**config.mk**
```make
export PLATFORM = sky130hd
export DESIGN_NAME = time_counter
export DESIGN_NICKNAME = d
export VERILOG_FILES = /design/src/rtl/clock_pkg.sv /design/src/rtl/key_debounce.sv /design/src/rtl/time_counter.sv
export SDC_FILE = /design/constraint.sdc
export NUM_CORES = 1
export LEC_CHECK = 0
export ABC_AREA = 1
export CELL_PAD_IN_SITES_DETAIL_PLACEMENT = 0
export CELL_PAD_IN_SITES_GLOBAL_PLACEMENT = 1
export CORE_ASPECT_RATIO = 2
export CORE_MARGIN = 3
export CORE_UTILIZATION = 32
export DETAILED_ROUTE_END_ITERATION = 7
export HOLD_SLACK_MARGIN = 0.1
export PLACE_DENSITY_LB_ADDON = 0.25
export SLEW_MARGIN = 20
export SYNTH_ARGS = -nofsm -noshare
export SYNTH_HDL_FRONTEND = slang
export SYNTH_SLANG_ARGS = --single-unit
export TNS_END_PERCENT = 100
```
**constraint.sdc**
```tcl
create_clock -name clk -period 2.2 [get_ports clk]
set_input_delay 0.33 -clock clk [delete_from_list [all_inputs] [get_ports clk]]
set_output_delay 0.33 -clock clk [all_outputs]
set_load 0.02 [all_outputs]
```
**src/rtl/clock_pkg.sv**
```systemverilog
// Shared constants and BCD helpers for the time-of-day counter.
// Latency: none (constants and a pure combinational function).
// Backpressure: none.
package clock_pkg;

    // Last legal value of each field; reaching it means the next step wraps to 00.
    localparam logic [7:0] SEC_MAX  = 8'h59;
    localparam logic [7:0] MIN_MAX  = 8'h59;
    localparam logic [7:0] HOUR_MAX = 8'h23;

    // Step a two-digit BCD value by one, wrapping to 00 after 'max'.
    // The caller detects the carry-out itself by comparing the input to 'max'.
    function automatic logic [7:0] bcd_inc(input logic [7:0] v, input logic [7:0] max);
        logic [7:0] r;
        if (v == max) begin
            r = 8'h00;
        end else if (v[3:0] == 4'd9) begin
            r = {v[7:4] + 4'd1, 4'd0};
        end else begin
            r = {v[7:4], v[3:0] + 4'd1};
        end
        return r;
    endfunction

endpackage

```
**src/rtl/key_debounce.sv**
```systemverilog
// Two-flop synchronizer plus debouncer for one active-low push button.
// Latency: press pulses DEB_CNT+2 cycles after the raw key first reads low.
// Backpressure: none; the pulse is one cycle and is not held.
//
// Ports: clk, rst (sync, active-high), key (raw, active-low, async),
//        press (one-cycle pulse on each accepted press).
module key_debounce #(
    parameter int DEB_CNT = 1_000_000
) (
    input  logic clk,
    input  logic rst,
    input  logic key,
    output logic press
);

    localparam int CW = $clog2(DEB_CNT + 1);

    logic          sync_a;
    logic          sync_b;
    logic          level;
    logic [CW-1:0] cnt;

    // The counter measures how long the synchronized input has disagreed with
    // the accepted level; any agreement (a bounce back) restarts the count.
    // Release is debounced the same way, so a new press needs a stable high first.
    always_ff @(posedge clk) begin
        if (rst) begin
            sync_a <= 1'b1;
            sync_b <= 1'b1;
            level  <= 1'b1;
            cnt    <= '0;
            press  <= 1'b0;
        end else begin
            sync_a <= key;
            sync_b <= sync_a;
            press  <= 1'b0;
            if (sync_b == level) begin
                cnt <= '0;
            end else if (cnt == CW'(DEB_CNT - 1)) begin
                level <= sync_b;
                cnt   <= '0;
                press <= ~sync_b;
            end else begin
                cnt <= cnt + CW'(1);
            end
        end
    end

endmodule

```
**src/rtl/time_counter.sv**
```systemverilog
// 24-hour BCD clock with a 1 s prescaler and debounced hour/minute set keys.
// Latency: fields change one cycle after tick_1s, or one cycle after a debounced press.
// Backpressure: none; ticks and key events are applied the cycle they occur.
//
// Ports: clk, rst (sync, active-high), key_h/key_m (raw active-low buttons),
//        hour_bcd/min_bcd/sec_bcd (BCD time), tick_1s (one-cycle per second).
// Optional: define ALARM_EN to add alarm_h/alarm_m inputs and the alarm output.
module time_counter
    import clock_pkg::*;
#(
    parameter int CNT_1S  = 50_000_000,
    parameter int DEB_CNT = 1_000_000
) (
    input  logic       clk,
    input  logic       rst,
    input  logic       key_h,
    input  logic       key_m,
    output logic [7:0] hour_bcd,
    output logic [7:0] min_bcd,
    output logic [7:0] sec_bcd,
    output logic       tick_1s
`ifdef ALARM_EN
    ,
    input  logic [7:0] alarm_h,
    input  logic [7:0] alarm_m,
    output logic       alarm
`endif
);

    localparam int PW = (CNT_1S > 1) ? $clog2(CNT_1S) : 1;

    logic [PW-1:0] presc;
    logic [PW-1:0] presc_nx;
    logic [7:0]    sec_nx;
    logic [7:0]    min_nx;
    logic [7:0]    hour_nx;
    logic          ev_h;
    logic          ev_m;
    logic          hour_step;

    key_debounce #(.DEB_CNT(DEB_CNT)) u_deb_h (
        .clk   (clk),
        .rst   (rst),
        .key   (key_h),
        .press (ev_h)
    );

    key_debounce #(.DEB_CNT(DEB_CNT)) u_deb_m (
        .clk   (clk),
        .rst   (rst),
        .key   (key_m),
        .press (ev_m)
    );

    assign tick_1s = (presc == PW'(CNT_1S - 1));

    // A minute-set press restarts the second from zero, so it overrides a
    // coincident tick entirely. The hour step is an OR of the key and the
    // roll-over carry, so both together still advance the hour only once.
    always_comb begin
        presc_nx  = presc + PW'(1);
        sec_nx    = sec_bcd;
        min_nx    = min_bcd;
        hour_nx   = hour_bcd;
        hour_step = ev_h;
        if (ev_m) begin
            presc_nx = '0;
            sec_nx   = 8'h00;
            min_nx   = bcd_inc(min_bcd, MIN_MAX);
        end else if (tick_1s) begin
            presc_nx = '0;
            sec_nx   = bcd_inc(sec_bcd, SEC_MAX);
            if (sec_bcd == SEC_MAX) begin
                min_nx = bcd_inc(min_bcd, MIN_MAX);
                if (min_bcd == MIN_MAX) begin
                    hour_step = 1'b1;
                end
            end
        end
        if (hour_step) begin
            hour_nx = bcd_inc(hour_bcd, HOUR_MAX);
        end
    end

    always_ff @(posedge clk) begin
        if (rst) begin
            presc    <= '0;
            sec_bcd  <= 8'h00;
            min_bcd  <= 8'h00;
            hour_bcd <= 8'h00;
        end else begin
            presc    <= presc_nx;
            sec_bcd  <= sec_nx;
            min_bcd  <= min_nx;
            hour_bcd <= hour_nx;
        end
    end

`ifdef ALARM_EN
    // Compare against the next time value so alarm moves in the same cycle
    // as the displayed hour/minute rather than one cycle behind.
    always_ff @(posedge clk) begin
        if (rst) begin
            alarm <= 1'b0;
        end else begin
            alarm <= (hour_nx == alarm_h) && (min_nx == alarm_m);
        end
    end
`endif

endmodule

```
==> results of run 1 <==
kinds of logic (layout without fill, tap and decap cells):
family | after synthesis | after routing | synth area share
and+or+nand+nor | 393 | 393 | 0.374
adders and majority gates | 15 | 15 | 0.0376
DFF | 98 | 98 | 0.393
AOI/OAI and AO/OA | 48 | 48 | 0.0517
xor gates and xnor gates | 40 | 40 | 0.0703
buffers and inverters | 93 | 151 | 0.0725
worst paths after layout:
kind                    end  slack (ns)  cells past startpoint
max                 tick_1s        0.17                      6
min          u_deb_m.sync_b        0.41                      1
max reg2reg       presc[15]        0.26                      9
min reg2reg  u_deb_m.sync_b        0.41                      1
layout by cell type (no fill, tap or decap), types with 2 or more instances in the layout:
master           synthesis  routed
nor2_4                   4       4
ha_1                    15      15
a211oi_1                 2       2
nor2_1                 103     103
dfxtp_1                 98      98
clkbuf_16                0       9
nor3_2                   4       4
nand4_2                  2       2
inv_1                   78      78
nand2_1                135     135
nand2_4                  3       3
a31oi_1                  2       2
nand2_2                  5       5
o21ai_0                  5       5
nand4_1                 19      19
nand3_2                  3       3
clkdlybuf4s50_1          0      27
buf_4                    2      23
nor3b_1                  7       7
inv_6                    0       3
xor2_1                  29      29
nor4_1                  10      10
nand3_1                 43      43
or2_2                    9       9
inv_2                    5       5
xnor2_1                 11      11
o21ai_1                  2       2
and3_1                   2       2
clkinv_2                 0       2
nor2_2                   5       5
a21oi_1                 35      35
nor3_1                  34      34
worst max-delay path, stage by stage (launching register included):
cell and delay [ns]:
dfxtp_1 0.37, ha_1 0.18, nand2_1 0.07, inv_1 0.08
nand2_1 0.07, nor4_1 0.35, clkbuf_2 0.24
registers in the layout, summed over array words and instances, names as in the netlist:
register / count
hour_bcd: 8
u_deb_m.press: 1
min_bcd: 8
u_deb_h.sync_a: 1
u_deb_h.press: 1
u_deb_m.sync_b: 1
u_deb_m.level: 1
u_deb_h.sync_b: 1
presc: 26
u_deb_m.cnt: 20
sec_bcd: 8
u_deb_m.sync_a: 1
u_deb_h.level: 1
u_deb_h.cnt: 20
stage by stage:
stage	util	instance area (um^2)	hold slack [ns]	instances
2_1_floorplan	-	4990	0.389	687
3_3_place_gp	0.369	5640	0.401	927
3_5_place_dp	0.369	5640	0.395	927
4_1_cts	0.388	5940	0.411	943
5_1_grt	0.388	5930	0.429	943
6_report	0.388	5930	0.411	943
power by group through the flow:
stage | sequential, mW | clock, mW | combinational (mW)
floorplan | 1.83 | 0 | 0.0374
global placement | 1.83 | 0 | 0.0619
detailed placement | 1.83 | 0 | 0.0622
CTS | 1.79 | 1.69 | 0.0625
global route | 1.79 | 1.76 | 0.0679
finish | 1.79 | 1.61 | 0.0601
layout make-up:
class                   instances  share of cell area
clock buffers                   9              0.0380
multi-input cells             496               0.449
repair buffers                 51              0.0755
clock inverters                 7              0.0124
flip-flops and latches         98               0.331
well taps                     198              0.0417
inverters                      84              0.0531
per-layer routing:
metal	vias up	share of wire	global-route usage
met1	2018	0.37	0.147
met4	0	0.033	0.0741
met5	-	0	0
met2	45	0.58	0.302
met3	24	0.017	0.0227
li1	2317	-	-
what timing repair did:
item / in CTS / in global routing
hold buffers: 0 / 0
endpoints found under the setup margin: 1 / 1
resized for setup: 1 / 3
==> out/qor.csv, run 1 <==
metric;value;unit
timing_hold_violations_final;0;
fill_cells;1631;
relSlewSlack;0.699;
die_w;94.3;um
cts_tree;yes;
rsz0062_at_grt;false;
nets;759;
synth.distinct_cells;38;
grt.overflow.total;0;
yosysSeqAreaShare;0.393;
skew;0.0179;ns
clkPwrFrac;0.466;
crit_arrival;1.70;ns
internal_power;2.70;mW
tns;0;ns
slew_viol_final;0;
power.density;583;mW/mm^2
drv_cap;0;
synth.most_common_cell;nand2_1;
netlist_instances;687;
cts_buffers;9;
fmax;492;MHz
firstDrtPassIters;6;
netlist_top_cells_count;135 x nand2_1, 103 x nor2_1, 98 x dfxtp_1;
finalPower;3.46;mW
ios;29;
yosysWarnings;0;
cts_sinks;98;
wl_per_cell;13.1;um
die_h;183;um
drc;0;
crit_path_start;presc[0];
endpoint_kind;output pin;
power_leakage;2.21;nW
start_util;0.326;
swShare;0.221;
placementRows;64;
yosys-top-cells-area;dfxtp_1 39%, nand2_1 10%, nor2_1 7.8%;
hpwl;9.74;mm
first_iter_violations;157;
numPortBuffers;28;
clockRootBuffer;clkbuf_16;
seqCellArea;0.00196;mm^2
post_cts_buffers;0;
grt_use_total;0.153;
clk_path_buf_depth;2;
p_comb_frac;0.017;
cts.htree.levels;3;
grt_pass1_vias;4417;
critPathMaxFanout;3;
synthToLayoutAreaGrowth;19.0;%
routed_wl;12.4;mm
critPathLaunchType;register;
routed_via_density;4.67;
grt_pass1_wl;20.5;mm
synth_top_cell_by_area;dfxtp_1;
ant_nets;0;
antenna_found_initial;0;
synth_edf_count;0;
core_area;0.0153;mm^2
r2r-start;presc[19];
critical_path_class;reg2out;
clk_pin_slew_worst_paths;0.08;ns
synth_ff_type;dfxtp_1;
finalSetupViolations;0;
clkLatencyLatePin;0.35;ns
async_flop_share;0;
dieArea;0.0172;mm^2
antennaDiodeCount;0;
synth_area;0.00499;mm^2
min_period_over_period;0.925;
worstPathRequired;1.87;ns
drive_above_1_share;0.110;
vias;4404;
post-place-ws;0.121;ns
layout_setup_ws;0.166;ns
synth_top_area_frac;0.393;
min_from;u_deb_m.sync_a;
avgSynthCellArea;7.26;um^2
power.switching;763;uW
fin_crit;2.03;ns
ir_drop;0.350;mV
synth.ff_latch_count;98;
syn-num-nets;706;
hp-class;reg2reg;
multi_input_area;0.00266;mm^2
grt_max_degree;21;
status;finished clean;
worst_slew_pin_slew;0.447;ns
seq_power_share;0.517;
finalWeightedCongestion;0.939;
No activity file was read; power rests on OpenSTA's default activity.
==> run 2: changes to the inputs <==
- CORE_MARGIN: 3 -> default
==> run 2 against run 1 <==
Net effect:
- combinational power hardly changed
- total power shrank 3.3%
- largest cell class unchanged
- highest routed layer unchanged
- worst setup slack improved by 0.093 ns
- clock skew down 0.0066 ns
==> out/qor.csv, run 2 (synthesis results as in run 1) <==
metric;value;unit;change
placementRows;64;;unchanged
rrSetupSlack;0.35;ns;+0.09 ns
drc;0;;unchanged
fill_cells;1615;;-0.98%
crit_path_start;presc[0];;
ant_nets;0;;unchanged
crit_end;tick_1s;;
worst_r2r_endpoint;min_bcd[5];;
worst_slew_pin_slew;0.427;ns;-0.0198 ns
grt_use_total;0.161;;+0.00794
drv_cap;0;;unchanged
critPathMaxFanout;3;;unchanged
finalPower;3.35;mW;-3.3%
die_w;90.3;um;-4.2%
routed_via_density;4.73;;+1.3%
rsz0062_at_grt;false;;
vias;4455;;+1.2%
grt_pass1_vias;4450;;+0.75%
grt.overflow.total;0;;unchanged
synthToLayoutAreaGrowth;19.0;%;unchanged
slew_viol_final;0;;unchanged
timing_hold_violations_final;0;;unchanged
wl_per_cell;13.0;um;-1.2%
grt_max_degree;27;;+29%
cts.htree.levels;3;;unchanged
met1_usage;0.143;;-0.00395
power.density;564;mW/mm^2;-3.3%
top_register;presc;;
antennaDiodeCount;0;;unchanged
critPathLaunchType;register;;
top_usage_layer;met2;;
hp-class;reg2reg;;
tns;0;ns;unchanged
cts_buffers;9;;unchanged
clk_pin_slew_worst_paths;0.07;ns;about the same
cts_sinks;98;;unchanged
routed_wl;12.2;mm;-1.3%
first_iter_violations;136;;-13%
nets;759;;unchanged
fin_crit;1.94;ns;-0.0932 ns
worstPathRequired;1.87;ns;about the same
ir_drop;0.323;mV;-7.7%
die_h;179;um;-2.2%
grt_use_met2;0.331;;+0.0290
core_area;0.0153;mm^2;unchanged
skew;0.0113;ns;-0.00660 ns
ios;29;;unchanged
layout_common_cells;135 x nand2_1, 103 x nor2_1, 98 x dfxtp_1, 78 x inv_1, 43 x nand3_1;;
met3_usage;0.0298;;+0.00715
grt_pass1_wl;20.2;mm;-1.9%
start_util;0.326;;unchanged
antenna_found_initial;0;;unchanged
dieArea;0.0161;mm^2;-6.3%
fmax;515;MHz;+4.8%
cts_tree;yes;;
final_common_cell;nand2_1;;
min_period_over_period;0.882;;-0.0424
firstDrtPassIters;4;;-2
drive_above_1_share;0.110;;+0.000148
crit_arrival;1.61;ns;-0.09 ns
endpoint_kind;output pin;;
clkLatencyLatePin;0.35;ns;about the same
finalSetupViolations;0;;unchanged
finalWeightedCongestion;0.857;;-8.7%
dp.cells;927;;unchanged
numPortBuffers;28;;unchanged
reg.largest.list;presc: 26 flops, u_deb_h.cnt: 20 flops, u_deb_m.cnt: 20 flops;;
post_cts_buffers;0;;unchanged
fin_worst_hold_slack;0.410;ns;-0.00113 ns
clockRootBuffer;clkbuf_16;;
critical_path_class;reg2out;;
rr_worst_depth;11;;+2
largest_reg_flops;26;;unchanged
status;finished clean;;
hpwl;9.58;mm;-1.7%
final_cells;942;;-0.11%
power_leakage;2.21;nW;about the same
post-place-ws;0.0833;ns;-0.0376 ns
relSlewSlack;0.713;;+0.0133
clk_path_buf_depth;2;;unchanged
r2r-start;presc[0];;
layout_setup_ws;0.259;ns;+0.0932 ns
## run 2: changes by cell type in the layout (fill, tap and decap cells not counted), sizes merged
cell      delta
clkinv       +2
clkbuf       +2
clkinvlp     -1
bufinv       -1
inv          -3
## run 2: repair_timing
action | CTS | global route
hold buffers | 0 | 0
gates resized for setup | 1 | 4
setup endpoints to repair | 1 | 1
## run 2: layout make-up
class / count / area, um^2 / share of cell area
multi-input combinational: 496 / 2670 / 0.450
sequential: 98 / 1960 / 0.331
timing repair buffer: 51 / 460 / 0.0776
inverter: 84 / 315 / 0.0531
clock buffer: 11 / 253 / 0.0426
tap: 198 / 248 / 0.0417
clock inverter: 4 / 27.5 / 0.00464
## run 2: worst max-delay path, stage by stage (launching register included)
cell and delay, ns:
dfxtp_1 0.35, ha_1 0.17, nand2_1 0.07, inv_1 0.07, nand2_1 0.08, nor4_2 0.29, clkbuf_2 0.22
## run 2: where the power goes
group | switching, mW | internal [mW]
clock network | 0.676 | 0.823
registers | 0.00509 | 1.78
logic | 0.0366 | 0.0236
total | 0.717 | 2.63
## run 2: worst min-delay path by stage
stage          cells after the start            from             end  slack [ns]
5_1_grt                            1  u_deb_h.sync_a  u_deb_h.sync_b        0.42
4_1_cts                            1  u_deb_m.sync_a  u_deb_m.sync_b        0.41
2_1_floorplan                      1  u_deb_h.sync_a  u_deb_h.sync_b        0.39
6_report                           1  u_deb_m.sync_a  u_deb_m.sync_b        0.41
3_5_place_dp                       1  u_deb_m.sync_a  u_deb_m.sync_b        0.40
3_3_place_gp                       1  u_deb_h.sync_a  u_deb_h.sync_b        0.40
## run 2: through the flow
stage                     instance area [um^2]   util
after floorplan                           4990      -
after global placement                    5650  0.370
after detailed placement                  5650  0.370
after CTS                                 5930  0.388
after global routing                      5930  0.388
final                                     5930  0.388
## run 2: metal layers
metal	vias up	routed length [um]
met2	51	7060
li1	2313	-
met4	0	435
met5	-	0
met1	2066	4500
met3	25	206
==> run 3: changes to the inputs <==
- CORE_MARGIN: default -> 2
==> run 3 against run 2 <==
Net effect:
- flip-flop and latch count stayed put
- design area fell by 0.38%
- via count is essentially flat
- clock skew down 0.0035 ns
- wire length up 1.9%
- worst setup slack worse by 0.087 ns
- fmax decreased by 4.3%
- die area is 3.4% higher
- critical path type unchanged
==> out/qor.csv, run 3 (synthesis results as in run 1) <==
metric;value;unit;change
status;finished clean;;
layout_common_cells;135 x nand2_1, 103 x nor2_1, 98 x dfxtp_1, 78 x inv_1, 43 x nand3_1;;
ios;29;;unchanged
die_w;92.3;um;+2.2%
dieArea;0.0167;mm^2;+3.4%
worst_slew_pin_slew;0.415;ns;-0.0117 ns
start_util;0.326;;unchanged
power.density;561;mW/mm^2;-0.51%
critPathLaunchType;register;;
fin_util;0.387;;-0.00147
worstPathCellList;inv_1 > nand2_1 > nor2_2 > nand2_4 > nor4_1 > clkbuf_2;;
finalSetupViolations;0;;unchanged
clk_pin_slew_worst_paths;0.07;ns;about the same
wl_per_cell;13.2;um;+2.0%
power_leakage;2.19;nW;-0.90%
critPathBufInv;2;;unchanged
grt_use_total;0.155;;-0.00599
seq_power_share;0.539;;+0.005
vias;4458;;+0.067%
grt_pass1_vias;4474;;+0.54%
reg.largest.list;presc: 26 flops, u_deb_h.cnt: 20 flops, u_deb_m.cnt: 20 flops;;
drc;0;;unchanged
p_comb_frac;0.019;;about the same
relSlewSlack;0.720;;+0.00787
hp-class;reg2reg;;
crit_arrival;1.70;ns;+0.09 ns
clockRootBuffer;clkbuf_16;;
swShare;0.216;;+0.00187
clkPwrFrac;0.442;;-0.006
synthToLayoutAreaGrowth;18.6;%;
numPortBuffers;28;;unchanged
clk_path_buf_depth;2;;unchanged
fmax;493;MHz;-4.3%
firstDrtPassIters;4;;unchanged
final_cells;941;;-0.11%
worstPathRequired;1.87;ns;about the same
ant_nets;0;;unchanged
grt.overflow.total;0;;unchanged
ir_drop;0.359;mV;+11%
timing_hold_violations_final;0;;unchanged
critPathMaxFanout;4;;+1
nets;758;;-0.13%
antenna_found_initial;0;;unchanged
first_iter_violations;140;;+2.9%
finalPower;3.32;mW;-0.88%
cts_tree;yes;;
drv_cap;0;;unchanged
tns;0;ns;unchanged
cts.htree.levels;3;;unchanged
top_register;presc;;
fin_crit;2.03;ns;+0.0875 ns
drive_above_1_share;0.106;;-0.00389
slew_viol_final;0;;unchanged
power.switching;717;uW;about the same
place_area;0.00565;mm^2;-0.13%
slowest_delay;0.33;ns;-0.02 ns
endpoint_kind;output pin;;
internal_power;2.60;mW;-1.1%
hold_buffers;0;;unchanged
min_period_over_period;0.922;;+0.0398
hpwl;9.76;mm;+1.9%
crit_family;simple AND/OR/NAND/NOR gates;;
placementRows;64;;unchanged
cts_sinks;98;;unchanged
critical_path.slowest_cell;nor4_1;;
dp.cells;926;;-0.11%
final_common_cell;nand2_1;;
finalWeightedCongestion;0.876;;+2.2%
antennaDiodeCount;0;;unchanged
skew;0.00777;ns;-0.00355 ns
cts_buffers;9;;unchanged
clkLatencyLatePin;0.34;ns;about the same
routed_via_density;4.74;;+0.17%
rsz0062_at_grt;false;;
stdcell_area;0.00591;mm^2;-0.38%
grt_pass1_wl;20.5;mm;+1.6%
core_area;0.0153;mm^2;unchanged
critical_path_class;reg2out;;
routed_wl;12.4;mm;+1.9%
die_h;181;um;+1.1%
largest_reg_flops;26;;unchanged
grt_max_degree;21;;-22%
## run 3: cell types whose count changed in the layout (fill, tap and decap cells not counted), sizes merged
| cell | previous run | this run |
|---|---|---|
| buf | 23 | 22 |
| clkinv | 5 | 3 |
| clkinvlp | 0 | 2 |
## run 3: worst paths after layout
path / from / end / slack, ns / cells after the start
max reg2reg: presc[0] / min_bcd[5] / 0.28 / 11
max: presc[10] / tick_1s / 0.17 / 6
min reg2reg: u_deb_h.sync_a / u_deb_h.sync_b / 0.41 / 1
min: u_deb_h.sync_a / u_deb_h.sync_b / 0.41 / 1
## run 3: final cells by class
class	instances	area, um^2
repair buffers	50	453
inverters	84	315
well taps	198	248
clock buffers	11	243
clock inverters	4	28.8
multi-input cells	496	2660
flip-flops and latches	98	1960
fillers	1656	9380
## run 3: stage by stage
stage	hold slack, ns	setup WS (ns)
4_1_cts	0.412	0.0293
5_1_grt	0.433	0.0527
3_5_place_dp	0.395	0.107
3_3_place_gp	0.393	0.126
2_1_floorplan	0.389	0.301
6_report	0.406	0.172
## run 3: what timing repair did
item                       4_1_cts  5_1_grt
resized for setup                1        3
setup buffers                    0        0
setup endpoints to repair        1        1
## run 3: power by group through the flow
stage / Combinational (mW) / Clock (mW) / Sequential, mW
2_1_floorplan: 0.0374 / 0 / 1.83
3_3_place_gp: 0.0628 / 0 / 1.83
3_5_place_dp: 0.0636 / 0 / 1.83
4_1_cts: 0.0637 / 1.54 / 1.79
5_1_grt: 0.0698 / 1.59 / 1.79
6_report: 0.0622 / 1.47 / 1.79
## run 3: metal layers
layer / global-route usage / share of wire / up-vias / wire [um]
met2: 0.316 / 0.59 / 60 / 7290
li1: - / - / 2318 / -
met5: 0 / 0 / - / 0
met3: 0.0238 / 0.027 / 15 / 339
met4: 0.0699 / 0.022 / 0 / 279
met1: 0.144 / 0.36 / 2065 / 4520
